`config.mk`:
```
export PLATFORM = sky130hd
export DESIGN_NAME = lcd_tile_writer
export DESIGN_NICKNAME = d
export VERILOG_FILES = /design/src/rtl/lcd_tile_writer.sv
export SDC_FILE = /design/constraint.sdc
export NUM_CORES = 1
export LEC_CHECK = 0
export ABC_CLOCK_PERIOD_IN_PS = 4900
export CAP_MARGIN = 20
export CORE_MARGIN = 10
export CORE_UTILIZATION = 45
export DETAILED_ROUTE_END_ITERATION = 7
export PLACE_DENSITY_LB_ADDON = 0.1
export SYNTH_ARGS = -nofsm -noshare
export SYNTH_HDL_FRONTEND = slang
export SYNTH_SLANG_ARGS = --single-unit
```
`constraint.sdc`:
```
create_clock -name clk -period 4.9 [get_ports clk]
set_clock_uncertainty 0.15 [all_clocks]
set_input_delay 0.98 -clock clk [delete_from_list [all_inputs] [get_ports clk]]
set_output_delay 0.98 -clock clk [all_outputs]
set_load 0.01 [all_outputs]
```
`src/rtl/lcd_tile_writer.sv`:
```
// Serialises one LCD tile write: CASET/PASET/RAMWR header, then a solid
// RGB565 fill, over a valid/ready byte stream to the serial transmitter.
module lcd_tile_writer #(
    parameter int TILE_W = 20,
    parameter int TILE_H = 20
) (
    input  logic        clk,
    input  logic        rstn,
    input  logic        start,
    input  logic [15:0] col_start,
    input  logic [15:0] row_start,
    input  logic [15:0] color,
    output logic        busy,
    output logic        done,
    output logic        tx_valid,
    output logic [7:0]  tx_data,
    output logic        tx_dc,
    input  logic        tx_ready
);
    localparam int NBYTES = 2 * TILE_W * TILE_H;
    localparam int CW     = (NBYTES > 1) ? $clog2(NBYTES) : 1;

    typedef enum logic [1:0] {IDLE, HDR, PIX} state_t;

    state_t        state_q, state_d;
    logic [3:0]    hdr_idx_q, hdr_idx_d;
    logic [CW-1:0] cnt_q, cnt_d;
    logic [15:0]   sc_q, sc_d, ec_q, ec_d, sp_q, sp_d, ep_q, ep_d;
    logic [15:0]   color_q, color_d;
    logic          done_q, done_d;

    always_ff @(posedge clk or negedge rstn) begin
        if (!rstn) begin
            state_q   <= IDLE;
            hdr_idx_q <= '0;
            cnt_q     <= '0;
            sc_q      <= '0;
            ec_q      <= '0;
            sp_q      <= '0;
            ep_q      <= '0;
            color_q   <= '0;
            done_q    <= 1'b0;
        end else begin
            state_q   <= state_d;
            hdr_idx_q <= hdr_idx_d;
            cnt_q     <= cnt_d;
            sc_q      <= sc_d;
            ec_q      <= ec_d;
            sp_q      <= sp_d;
            ep_q      <= ep_d;
            color_q   <= color_d;
            done_q    <= done_d;
        end
    end

    // Byte presented depends only on registered state, so it holds through stalls.
    always_comb begin
        state_d   = state_q;
        hdr_idx_d = hdr_idx_q;
        cnt_d     = cnt_q;
        sc_d      = sc_q;
        ec_d      = ec_q;
        sp_d      = sp_q;
        ep_d      = ep_q;
        color_d   = color_q;
        done_d    = 1'b0;
        tx_valid  = 1'b0;
        tx_data   = 8'h00;
        tx_dc     = 1'b0;
        unique case (state_q)
            IDLE: begin
                if (start) begin
                    sc_d      = col_start;
                    ec_d      = col_start + 16'(TILE_W - 1);
                    sp_d      = row_start;
                    ep_d      = row_start + 16'(TILE_H - 1);
                    color_d   = color;
                    hdr_idx_d = '0;
                    state_d   = HDR;
                end
            end
            HDR: begin
                tx_valid = 1'b1;
                tx_dc    = 1'b1;
                case (hdr_idx_q)
                    4'd0:    begin tx_data = 8'h2A; tx_dc = 1'b0; end
                    4'd1:    tx_data = sc_q[15:8];
                    4'd2:    tx_data = sc_q[7:0];
                    4'd3:    tx_data = ec_q[15:8];
                    4'd4:    tx_data = ec_q[7:0];
                    4'd5:    begin tx_data = 8'h2B; tx_dc = 1'b0; end
                    4'd6:    tx_data = sp_q[15:8];
                    4'd7:    tx_data = sp_q[7:0];
                    4'd8:    tx_data = ep_q[15:8];
                    4'd9:    tx_data = ep_q[7:0];
                    default: begin tx_data = 8'h2C; tx_dc = 1'b0; end
                endcase
                if (tx_ready) begin
                    if (hdr_idx_q == 4'd10) begin
                        cnt_d   = '0;
                        state_d = PIX;
                    end else begin
                        hdr_idx_d = hdr_idx_q + 4'd1;
                    end
                end
            end
            PIX: begin
                tx_valid = 1'b1;
                tx_dc    = 1'b1;
                tx_data  = cnt_q[0] ? color_q[7:0] : color_q[15:8];
                if (tx_ready) begin
                    if (cnt_q == CW'(NBYTES - 1)) begin
                        cnt_d   = '0;
                        done_d  = 1'b1;
                        state_d = IDLE;
                    end else begin
                        cnt_d = cnt_q + 1'b1;
                    end
                end
            end
            default: state_d = IDLE;
        endcase
    end

    assign busy = (state_q != IDLE);
    assign done = done_q;

endmodule

```
==> flow_summary_export.csv <==
group,metric,value,unit
cts,cts_buffers,9,
hold_path,hold_path_class,"flop to flop",
logic_synthesis,synthFlopType,"dfrtp_1",
routing,drt-total-wl,14.5,mm
routing,vias_per_cell,5.73,
logic_synthesis,synth_cell_types,64,
cts,cts_tree,"done",
timing,period_minus_slack,4.28,ns
cells_and_area,fillers,1074,
floorplanning,ios,64,
cells_and_area,final_nets,709,
global_routing,track_usage,0.177,
cts,cts-resized-gates,0,
floorplanning,die-width,129,µm
floorplanning,die_h,129,µm
logic_synthesis,synth_area_leaders,"dfrtp_1 (46%), nand2_1 (13%), o21ai_0 (5.0%)",
cts,cts_setup_buffers,0,
global_routing,grt_max_degree,113,
timing,fmax,0.234,GHz
cells_and_area,instances_no_fill,795,
pwr,leakage,2.83,nW
run_status,outcome,"completed",
timing,hold_viol,0,
cells_and_area,syn_to_final_growth,17.9,%
floorplanning,design.die.area,16600,µm²
routing,dr.pass1.iters,5,
global_routing,grt_pass1_wl,23.8,mm
global_routing,overflow,0,
logic_synthesis,avgSynthCellArea,8.75,µm²
routing,routed-wl-met2,7.10,mm
logic_synthesis,synthesis.nets,671,
routing,met1_length,6.62,mm
logic_synthesis,synthCells,609,
logic_synthesis,async_flop_share,1.00,
floorplanning,initial_core_util,0.463,
routing,drt-initial-drc-count,369,
logic_synthesis,syn_area,5330,µm²
logic_synthesis,ys_ff_latch,97,
hold_path,holdPathStages,2,
setup_path,reg2reg_depth,6,
setup_path,crit_type,"flop to output port",
setup_path,cp_max_fo,20,
place,post-dp-hpwl,10.5,mm
routing,num_vias,4555,
setup_path,r2r_slack,2.26,ns
logic_synthesis,ys_seq_area_frac,0.456,
timing,slew_headroom,0.310,
cells_and_area,antenna_cells,0,
cts,clock_sinks,97,
setup_path,worstPathRequired,3.77,ns
cts,cts_root_buf,"clkbuf_16",
timing,worst_pin_slew,1.03,ns
pwr,powerDensity,559,nW/µm²
routing,met3WireLength,491,µm
logic_synthesis,yosys_warnings,0,
timing,tns,0,ns
place,gp_congestion,0.934,
timing,setup_viol,0,
cts,ctsHoldBuffers,0,
cts,clkLatencyLatePin,0.34,ns
logic_synthesis,synth-edff-count,0,
cts,cts_buffer_depth,2,
setup_path,cp-end-kind,"output port",
setup_path,startpoint_type,"flop",
global_routing,grt_pass1_vias,4493,
pwr,ir_drop,268,µV
routing,drc_errors,0,
logic_synthesis,synth_top_cell_area_share,0.456,
logic_synthesis,yosys.area.top_type,"dfrtp_1",
run,cap_violations,0,
cells_and_area,drive_gt1_frac,0.0491,
place,port-buffer-count,63,
routing,drtAntennaViolNets,0,
timing,finalWorstSetupSlack,0.618,ns
floorplanning,rows,39,
cts,clk_pin_slew,0.06,ns
routing,wire_per_inst,18.2,µm
timing,min_period_over_period,0.874,
place,pre_cts_ws,0.999,ns
cts,htreeDepth,3,
setup_path,arrival,3.15,ns
timing,slew_violations,0,
place,dp.cells,779,
floorplanning,core,11500,µm²
timing,rsz0062_at_grt,"false",
routing,top_layer,"met4",
global_routing,antenna_found_initial,0,
area by class of cell:
cell class | instances | area (µm²) | share of cell area
timing repair buffer | 65 | 643 | 0.102
tap | 143 | 179 | 0.0285
inverter | 13 | 48.8 | 0.00777
clock buffer | 13 | 260 | 0.0414
clock inverter | 3 | 15.0 | 0.00239
multi-input combinational | 461 | 2710 | 0.431
sequential | 97 | 2430 | 0.386
layer usage:
layer / up-vias / track usage
li1: 2213 / -
met1: 2227 / 0.229
met2: 96 / 0.293
met3: 19 / 0.0296
met4: 0 / 0.0656
met5: - / 0
power by group:
part / total, mW / switching (mW) / leakage, nW / internal, mW
sequential: 1.45 / 0.304 / 1.22 / 1.15
clock: 0.662 / 0.293 / 0.139 / 0.370
combinational: 1.40 / 0.806 / 1.47 / 0.590
cell usage after synthesis, types with 2 or more instances:
master,count
nand4b_1,2
nor2b_1,9
and3b_1,2
or3_1,6
dfrtp_1,97
o211a_1,2
a221oi_1,6
o31ai_1,3
ha_1,10
a2111oi_2,2
nand4_1,4
a211oi_1,4
clkbuf_1,27
a22o_1,3
o22ai_1,5
a31oi_1,7
a21oi_1,14
mux2i_1,14
nand2b_1,2
or4_1,4
nand3b_1,5
o21ai_0,53
mux2_2,2
inv_1,13
buf_2,6
nand3_1,11
o2111ai_1,3
and4b_1,2
o211ai_1,10
xor2_1,25
nor3_1,3
nand2_1,179
buf_1,4
and4_1,2
xnor2_1,3
a222oi_1,3
and3_1,11
a22oi_1,9
nor2_1,17
sequential cells by signal (all words and copies together), names as in the netlist:
register / flops
done: 1
ec_q: 16
cnt_q: 10
color_q: 16
hdr_idx_q: 4
state_q: 2
sc_q: 16
sp_q: 16
ep_q: 16
final timing paths:
| kind | startpoint | to |
|---|---|---|
| min in group asynchronous | rstn | state_q[1] |
| min reg2reg | color_q[14] | color_q[14] |
| max in group asynchronous | rstn | ep_q[3] |
| max | hdr_idx_q[0] | tx_data[6] |
| min | color_q[14] | color_q[14] |
| max reg2reg | hdr_idx_q[0] | cnt_q[9] |
placed cells by master, fill, tap and decap left out, types with 3 or more instances in the layout:
master / Yosys / final
a221oi_1: 6 / 6
or3_1: 6 / 6
mux2i_1: 14 / 14
nand4_1: 4 / 4
or4_1: 4 / 4
nand2_1: 179 / 178
o21ai_0: 53 / 53
inv_1: 13 / 13
o31ai_1: 3 / 3
clkdlybuf4s50_1: 0 / 62
clkinv_2: 0 / 3
a31oi_1: 7 / 7
o2111ai_1: 3 / 3
dfrtp_1: 97 / 97
nor3_1: 3 / 3
xor2_1: 25 / 25
nand3b_1: 5 / 5
nor2b_1: 9 / 9
ha_1: 10 / 10
xnor2_1: 3 / 3
clkbuf_16: 0 / 9
nand3_1: 11 / 11
o22ai_1: 5 / 5
o211ai_1: 10 / 10
a211oi_1: 4 / 4
a22oi_1: 9 / 9
a22o_1: 3 / 3
and3_1: 11 / 11
a222oi_1: 3 / 3
buf_4: 1 / 3
a21oi_1: 14 / 14
nor2_1: 17 / 17
metrics by stage:
stage / cell area, µm² / util / total power [mW] / hold slack (ns)
6_report: 6280 / 0.545 / 3.51 / 0.324
5_1_grt: 6280 / 0.545 / 3.77 / 0.352
4_1_cts: 6280 / 0.545 / 3.52 / 0.328
3_5_place_dp: 6010 / 0.522 / 2.86 / 0.312
3_3_place_gp: 6010 / 0.522 / 2.82 / 0.311
2_1_floorplan: 5330 / - / 2.33 / 0.288
logic make-up after synthesis:
| group | count (synthesis) | synth area share |
|---|---|---|
| XOR/XNOR | 28 | 0.0460 |
| multiplexers | 17 | 0.0333 |
| flip-flops | 97 | 0.456 |
| AND/OR/NAND/NOR | 265 | 0.227 |
| adder cells (fa/ha/maj) | 10 | 0.0235 |
| buffers and inverters | 51 | 0.0380 |
| AO/OA/AOI/OAI | 141 | 0.177 |
critical path, cell delays in order, from the launching register on:
cell and delay [ns]:
dfrtp_1 0.44, inv_1 0.11, ha_1 0.63, o21ba_2 0.24, nor3_1 0.06, nand4b_1 0.39, o22ai_1 0.33, clkdlybuf4s50_1 0.60
Power figures use the tool's default switching activity.
